## src/rtl/joy_input_conditioner.sv

```systemverilog
// joy_input_conditioner
//
// Conditions the merged player controls before they reach the game core.
// Each raw button goes through a 2-flop synchroniser into clk_sys and then a
// per-bit debouncer. The direction bits are remapped for horizontal screens,
// and each coin input becomes one fixed-width pulse. All outputs are registered.
//
// Ports
//   clk_sys       in   core clock (only clock of the block)
//   reset_n       in   asynchronous active-low reset
//   joy_raw_1     in 7 P1 {coin,start,fire,right,left,down,up}, async, active-high
//   joy_raw_2     in 7 P2, same layout
//   no_rotate     in   1 = horizontal-screen direction remap, applied undebounced
//   joy_pcfrldu   out 7 P1 conditioned controls, same layout
//   joy_pcfrldu2  out 7 P2 conditioned controls
//   osd_combo     out   debounced P1 start AND P1 coin (before coin shaping)

// ---------------------------------------------------------------------------
// joy_debounce: WIDTH independent debouncers, one stable value + counter each.
//   clk_i / rst_ni  clock, async active-low reset
//   din_i           synchronised inputs
//   dout_o          debounced (stable) values
// ---------------------------------------------------------------------------
module joy_debounce #(
  parameter int unsigned WIDTH  = 1,
  parameter int unsigned CYCLES = 1
) (
  input  logic             clk_i,
  input  logic             rst_ni,
  input  logic [WIDTH-1:0] din_i,
  output logic [WIDTH-1:0] dout_o
);

  localparam int unsigned      CNT_W    = $clog2(CYCLES + 1);
  localparam logic [CNT_W-1:0] CNT_LAST = CNT_W'(CYCLES - 1);

  logic [WIDTH-1:0] stable_q, stable_d;
  logic [CNT_W-1:0] cnt_q [WIDTH];
  logic [CNT_W-1:0] cnt_d [WIDTH];

  // The counter holds the number of mismatching cycles already seen; the
  // CYCLES-th consecutive mismatch toggles the stable value. Any cycle that
  // matches the stable value clears the count, so the counter never wraps.
  always_comb begin
    stable_d = stable_q;
    cnt_d    = '{default: '0};
    for (int unsigned i = 0; i < WIDTH; i++) begin
      if (din_i[i] != stable_q[i]) begin
        if (cnt_q[i] == CNT_LAST) begin
          stable_d[i] = ~stable_q[i];
        end else begin
          cnt_d[i] = cnt_q[i] + CNT_W'(1);
        end
      end
    end
  end

  always_ff @(posedge clk_i or negedge rst_ni) begin
    if (!rst_ni) begin
      stable_q <= '0;
      cnt_q    <= '{default: '0};
    end else begin
      stable_q <= stable_d;
      cnt_q    <= cnt_d;
    end
  end

  assign dout_o = stable_q;

endmodule

// ---------------------------------------------------------------------------
// joy_coin_shaper: turns a debounced coin level into one fixed-width pulse,
// then insists on a qualified low period before accepting another coin.
//   clk_i / rst_ni  clock, async active-low reset
//   coin_i          debounced coin level
//   pulse_o         pulse value for the next output register load (combinational)
// ---------------------------------------------------------------------------
module joy_coin_shaper #(
  parameter int unsigned PULSE_CYCLES = 10,
  parameter int unsigned GUARD_CYCLES = 3
) (
  input  logic clk_i,
  input  logic rst_ni,
  input  logic coin_i,
  output logic pulse_o
);

  localparam int unsigned CNT_MAX = (PULSE_CYCLES > GUARD_CYCLES) ? PULSE_CYCLES
                                                                  : GUARD_CYCLES;
  localparam int unsigned CNT_W   = $clog2(CNT_MAX + 1);

  typedef enum logic [1:0] {
    ST_IDLE,
    ST_PULSE,
    ST_WAIT_REL,
    ST_GUARD
  } state_e;

  state_e           state_q, state_d;
  logic [CNT_W-1:0] cnt_q, cnt_d;
  logic             coin_prev_q;

  // The pulse is asserted combinationally on the rising edge in IDLE so that
  // the registered coin output lines up with the other debounced bits. The
  // counter is loaded with PULSE_CYCLES-1 because that first cycle already
  // counts as part of the pulse.
  always_comb begin
    state_d = state_q;
    cnt_d   = cnt_q;
    pulse_o = 1'b0;
    case (state_q)
      ST_IDLE: begin
        if (coin_i && !coin_prev_q) begin
          state_d = ST_PULSE;
          cnt_d   = CNT_W'(PULSE_CYCLES - 1);
          pulse_o = 1'b1;
        end
      end
      ST_PULSE: begin
        if (cnt_q == '0) begin
          state_d = ST_WAIT_REL;
        end else begin
          pulse_o = 1'b1;
          cnt_d   = cnt_q - CNT_W'(1);
        end
      end
      ST_WAIT_REL: begin
        if (!coin_i) begin
          state_d = ST_GUARD;
          cnt_d   = CNT_W'(GUARD_CYCLES);
        end
      end
      ST_GUARD: begin
        if (coin_i) begin
          cnt_d = CNT_W'(GUARD_CYCLES);
        end else if (cnt_q == '0) begin
          state_d = ST_IDLE;
        end else begin
          cnt_d = cnt_q - CNT_W'(1);
        end
      end
      default: begin
        state_d = ST_IDLE;
        cnt_d   = '0;
      end
    endcase
  end

  always_ff @(posedge clk_i or negedge rst_ni) begin
    if (!rst_ni) begin
      state_q     <= ST_IDLE;
      cnt_q       <= '0;
      coin_prev_q <= 1'b0;
    end else begin
      state_q     <= state_d;
      cnt_q       <= cnt_d;
      coin_prev_q <= coin_i;
    end
  end

endmodule

// ---------------------------------------------------------------------------
// Top level
// ---------------------------------------------------------------------------
module joy_input_conditioner #(
  parameter int unsigned DEBOUNCE_CYCLES   = 12000,
  parameter int unsigned COIN_PULSE_CYCLES = 1200000,
  parameter int unsigned COIN_GUARD_CYCLES = 600000
) (
  input  logic       clk_sys,
  input  logic       reset_n,
  input  logic [6:0] joy_raw_1,
  input  logic [6:0] joy_raw_2,
  input  logic       no_rotate,
  output logic [6:0] joy_pcfrldu,
  output logic [6:0] joy_pcfrldu2,
  output logic       osd_combo
);

  logic [13:0] sync1_q, sync2_q;
  logic [13:0] db;
  logic [6:0]  db1, db2;
  logic        coin1_pulse, coin2_pulse;
  logic [6:0]  joy1_q, joy1_d, joy2_q, joy2_d;
  logic        osd_q, osd_d;

  always_ff @(posedge clk_sys or negedge reset_n) begin
    if (!reset_n) begin
      sync1_q <= '0;
      sync2_q <= '0;
    end else begin
      sync1_q <= {joy_raw_2, joy_raw_1};
      sync2_q <= sync1_q;
    end
  end

  joy_debounce #(
    .WIDTH  (14),
    .CYCLES (DEBOUNCE_CYCLES)
  ) u_debounce (
    .clk_i  (clk_sys),
    .rst_ni (reset_n),
    .din_i  (sync2_q),
    .dout_o (db)
  );

  assign db1 = db[6:0];
  assign db2 = db[13:7];

  joy_coin_shaper #(
    .PULSE_CYCLES (COIN_PULSE_CYCLES),
    .GUARD_CYCLES (COIN_GUARD_CYCLES)
  ) u_coin_p1 (
    .clk_i   (clk_sys),
    .rst_ni  (reset_n),
    .coin_i  (db1[6]),
    .pulse_o (coin1_pulse)
  );

  joy_coin_shaper #(
    .PULSE_CYCLES (COIN_PULSE_CYCLES),
    .GUARD_CYCLES (COIN_GUARD_CYCLES)
  ) u_coin_p2 (
    .clk_i   (clk_sys),
    .rst_ni  (reset_n),
    .coin_i  (db2[6]),
    .pulse_o (coin2_pulse)
  );

  // Direction nibble {right,left,down,up}. Horizontal remap:
  // up<=left, down<=right, left<=down, right<=up.
  function automatic logic [3:0] rotate_dirs(input logic [3:0] d, input logic nr);
    return nr ? {d[0], d[1], d[3], d[2]} : d;
  endfunction

  always_comb begin
    joy1_d = {coin1_pulse, db1[5:4], rotate_dirs(db1[3:0], no_rotate)};
    joy2_d = {coin2_pulse, db2[5:4], rotate_dirs(db2[3:0], no_rotate)};
    osd_d  = db1[5] & db1[6];
  end

  always_ff @(posedge clk_sys or negedge reset_n) begin
    if (!reset_n) begin
      joy1_q <= '0;
      joy2_q <= '0;
      osd_q  <= 1'b0;
    end else begin
      joy1_q <= joy1_d;
      joy2_q <= joy2_d;
      osd_q  <= osd_d;
    end
  end

  assign joy_pcfrldu  = joy1_q;
  assign joy_pcfrldu2 = joy2_q;
  assign osd_combo    = osd_q;

endmodule

```

## config.mk

```make
export PLATFORM = sky130hd
export DESIGN_NAME = joy_input_conditioner
export DESIGN_NICKNAME = d
export VERILOG_FILES = /design/src/rtl/joy_input_conditioner.sv
export SDC_FILE = /design/constraint.sdc
export NUM_CORES = 1
export LEC_CHECK = 0
export ABC_CLOCK_PERIOD_IN_PS = 2100
export BUFFER_PORTS_ARGS = -buffer_cell sky130_fd_sc_hd__buf_2
export CAP_MARGIN = 10
export CORE_MARGIN = 1
export CORE_UTILIZATION = 43
export CTS_CLUSTER_SIZE = 30
export DETAILED_ROUTE_END_ITERATION = 10
export PLACE_DENSITY = 0.69
export SKIP_CTS_REPAIR_TIMING = 1
export SLEW_MARGIN = 0
export SYNTH_ARGS = -nofsm -noshare
export SYNTH_HDL_FRONTEND = slang
export SYNTH_SLANG_ARGS = --single-unit
```

## constraint.sdc

```tcl
create_clock -name clk_sys -period 2.1 [get_ports clk_sys]
set_input_delay 0.525 -clock clk_sys [delete_from_list [all_inputs] [get_ports clk_sys]]
set_output_delay 0.525 -clock clk_sys [all_outputs]
set_load 0.05 [all_outputs]
```

==> out/qor.yml <==
status: "finished, violations left"
violations: "negative setup slack"
clk_pin_slew_ns: 0.06
netlist_top_cells_count: "301 x dfrtp_1, 276 x nor2_1, 102 x nand3_1, 98 x xor2_1, 86 x nand2_1"
synth_compound_area_share_pct: 6.74
path_max_fanout: 2
antenna_found_initial: 1
detailed_place_hpwl_um: 17500
endpoint_kind: "flop"
rsz0062_at_grt: "yes"
ios: 32
drc: 0
fmax_mhz: 469
yosys.area.top_type: "dfrtp_1"
core.rowCount: 65
finalCritPeriodShare_pct: 101
vias: 9834
grt_pass1_vias: 10000
synth_cell_types: 67
synth-simple-area-share_pct: 21.3
synthXorXnorAreaFrac_pct: 11.6
path_class: "flop to flop"
grt_usage_pct: 16.1
clock_sinks: 301
insertion_delay_ns: 0.56
cp.required_ns: 2.54
synth_edf_count: 0
finalPower_w: 0.0126
htree_num_levels: 1
r2r_cells: 6
fin_nets: 1515
routed_wl_um: 25600
synth_top_family_by_area: "simple AND/OR/NAND/NOR gates"
setup_ws_ns: -0.0309
worstSetupStartpointType: "flop"
finalClockSkew_ns: 0.0146
power_density_nw_per_um2: 774
drtIter0Drc: 562
yosysTopAreaCellShare_pct: 53.9
ff2ff_setup_slack_ns: -0.03
cp.arrival_ns: 2.57
port-buffer-count: 31
r2r_start: "u_coin_p2.cnt_q[13]"
die_y_um: 182
ys_seq_area_share_pct: 53.9
core-area_um2: 31700
tritoncts: "done"
synth.most_common_cell: "dfrtp_1"
antenna_left: 0
wire_per_inst_um: 13.5
cp_cell_sequence: "or4_4, nor4_4, or4b_4, xnor2_2, o211ai_1, o211ai_2"
hold_class: "input pin to flop"
ir_drop_uv: 579
grt-ovfl-total: 0
area_growth_pct: 16.4
cts_buffers: 31
syn-cell-area_um2: 14000
firstDrtPassIters: 5
startpoint: "u_coin_p2.cnt_q[13]"
synth_area_leaders: "dfrtp_1 54%, nor2_1 7.4%, xor2_1 6.1%"
setup_viol: 1
ys.flop_type: "dfrtp_1"
place.gp.congestion: 0.854
report.final.slew_viol_count: 0
start_util_pct: 44.0
cp_num_cells: 6
syn_avg_cell_area_um2: 10.1
clockBufferDepth: 3
grt_pass1_wl_um: 45500
cp_top_family: "simple AND/OR/NAND/NOR gates"
timing_worst_slew_pin_value_ns: 0.623
viasPerCell: 5.18
cp_num_buf_inv: 0
syn_inst: 1383
grt_max_degree: 48
r2r_end: "u_coin_p2.cnt_q[19]"
drive_gt1_share_pct: 13.4
async_reset_ff_share_pct: 100
power_leakage_nw: 7.40
dp_slack_ns: -0.0322
syn_nets: 1426
hold_violations: 0
die_w_um: 182
endpoint: "u_coin_p2.cnt_q[19]"
yosys_warnings: 0
ys_ff_latch: 301
slew_headroom_pct: 58.1
clockRootBuffer: "clkbuf_16"
critPathSlowestCell: "or4_4"
dieArea_um2: 33200
synth-adder-area-share_pct: 2.33
muxShareOfSynthArea_pct: 1.92
period_needed_ns: 2.13
cpPeakStageDelay_ns: 0.56
cap_violations: 0
[through the flow]
stage	setup TNS, ns	std cells	hold WS (ns)	area (um^2)	util [%]
after floorplan	-0.0247	1383	0.229	14000	-
after global placement	-0.0154	1840	0.332	15000	47.3
after detailed placement	-0.0437	1840	0.335	15000	47.3
after CTS	-0.0715	1896	-0.128	16200	51.0
after global routing	-0.188	1897	0.0532	16300	51.2
final	-0.0309	1898	0.0678	16300	51.3
[area by class of cell]
type | instances | area (um^2)
Fill cell | 2817 | 15500
Sequential cell | 301 | 7530
Multi-Input combinational cell | 1008 | 6220
Clock buffer | 36 | 835
Timing Repair Buffer | 88 | 658
Tap cell | 402 | 503
Clock inverter | 20 | 348
Inverter | 42 | 158
Antenna cell | 1 | 2.50
[where the power goes]
part	leakage [nW]	internal, W	switching [W]
Clock	0.573	0.00395	0.00230
Sequential	4.11	0.00589	0.0000805
Combinational	2.72	0.000119	0.000241
[registers in the layout (all words and copies together) (netlist names), 7 cells and up]
register / cells
u_debounce.cnt_q: 196
u_coin_p1.cnt_q: 21
u_coin_p2.cnt_q: 21
sync1_q: 14
sync2_q: 14
u_debounce.dout_o: 14
joy_pcfrldu2: 7
joy_pcfrldu: 7
[worst register-to-register path: cells and delay by family (launching register included)]
family	cells	cell delay, ns
xor+xnor	1	0.16
flops	1	0.38
compound gates	2	0.29
simple gates	3	1.20
[layout by cell type (no fill, tap or decap), drive strengths merged, types with 6 or more instances in the layout]
cell,n
dfrtp,301
nor2,277
nand3,102
xor2,98
buf,87
nand2,86
xnor2,86
a21oi,49
inv,44
clkbuf,36
and3,35
o21ai,35
nor3,27
nand4,26
ha,26
mux2,22
or2,15
nor4,12
and2,11
nor4b,11
o22a,10
o31ai,9
bufinv,9
a22o,8
a31oi,8
and4,7
clkinv,6
[worst min-delay path by stage]
stage,startpoint,end,slack (ns),cells after the start
after floorplan,reset_n,joy_pcfrldu2[0],0.23,0
after global placement,sync1_q[2],sync2_q[2],0.33,0
after detailed placement,sync1_q[0],sync2_q[0],0.33,0
after CTS,reset_n,u_coin_p1.cnt_q[14],-0.13,1
after global routing,joy_raw_1[4],sync1_q[4],0.05,1
final,joy_raw_2[2],sync1_q[9],0.07,1
[per-layer routing]
layer	vias to the layer above	part of all wire (%)	GRT usage, %
met2	164	47	26.9
met4	0	2.2	4.61
met5	-	0	0
li1	4885	-	-
met1	4746	48	21.8
met3	39	3.5	2.29
[cell families after synthesis]
family                   Yosys count
multiplexers                      24
flip-flops                       301
buffers and inverters             74
AND/OR/NAND/NOR                  627
AO/OA/AOI/OAI                    147
adder cells (fa/ha/maj)           26
XOR/XNOR                         184
No activity file was read; power rests on OpenSTA's default activity.
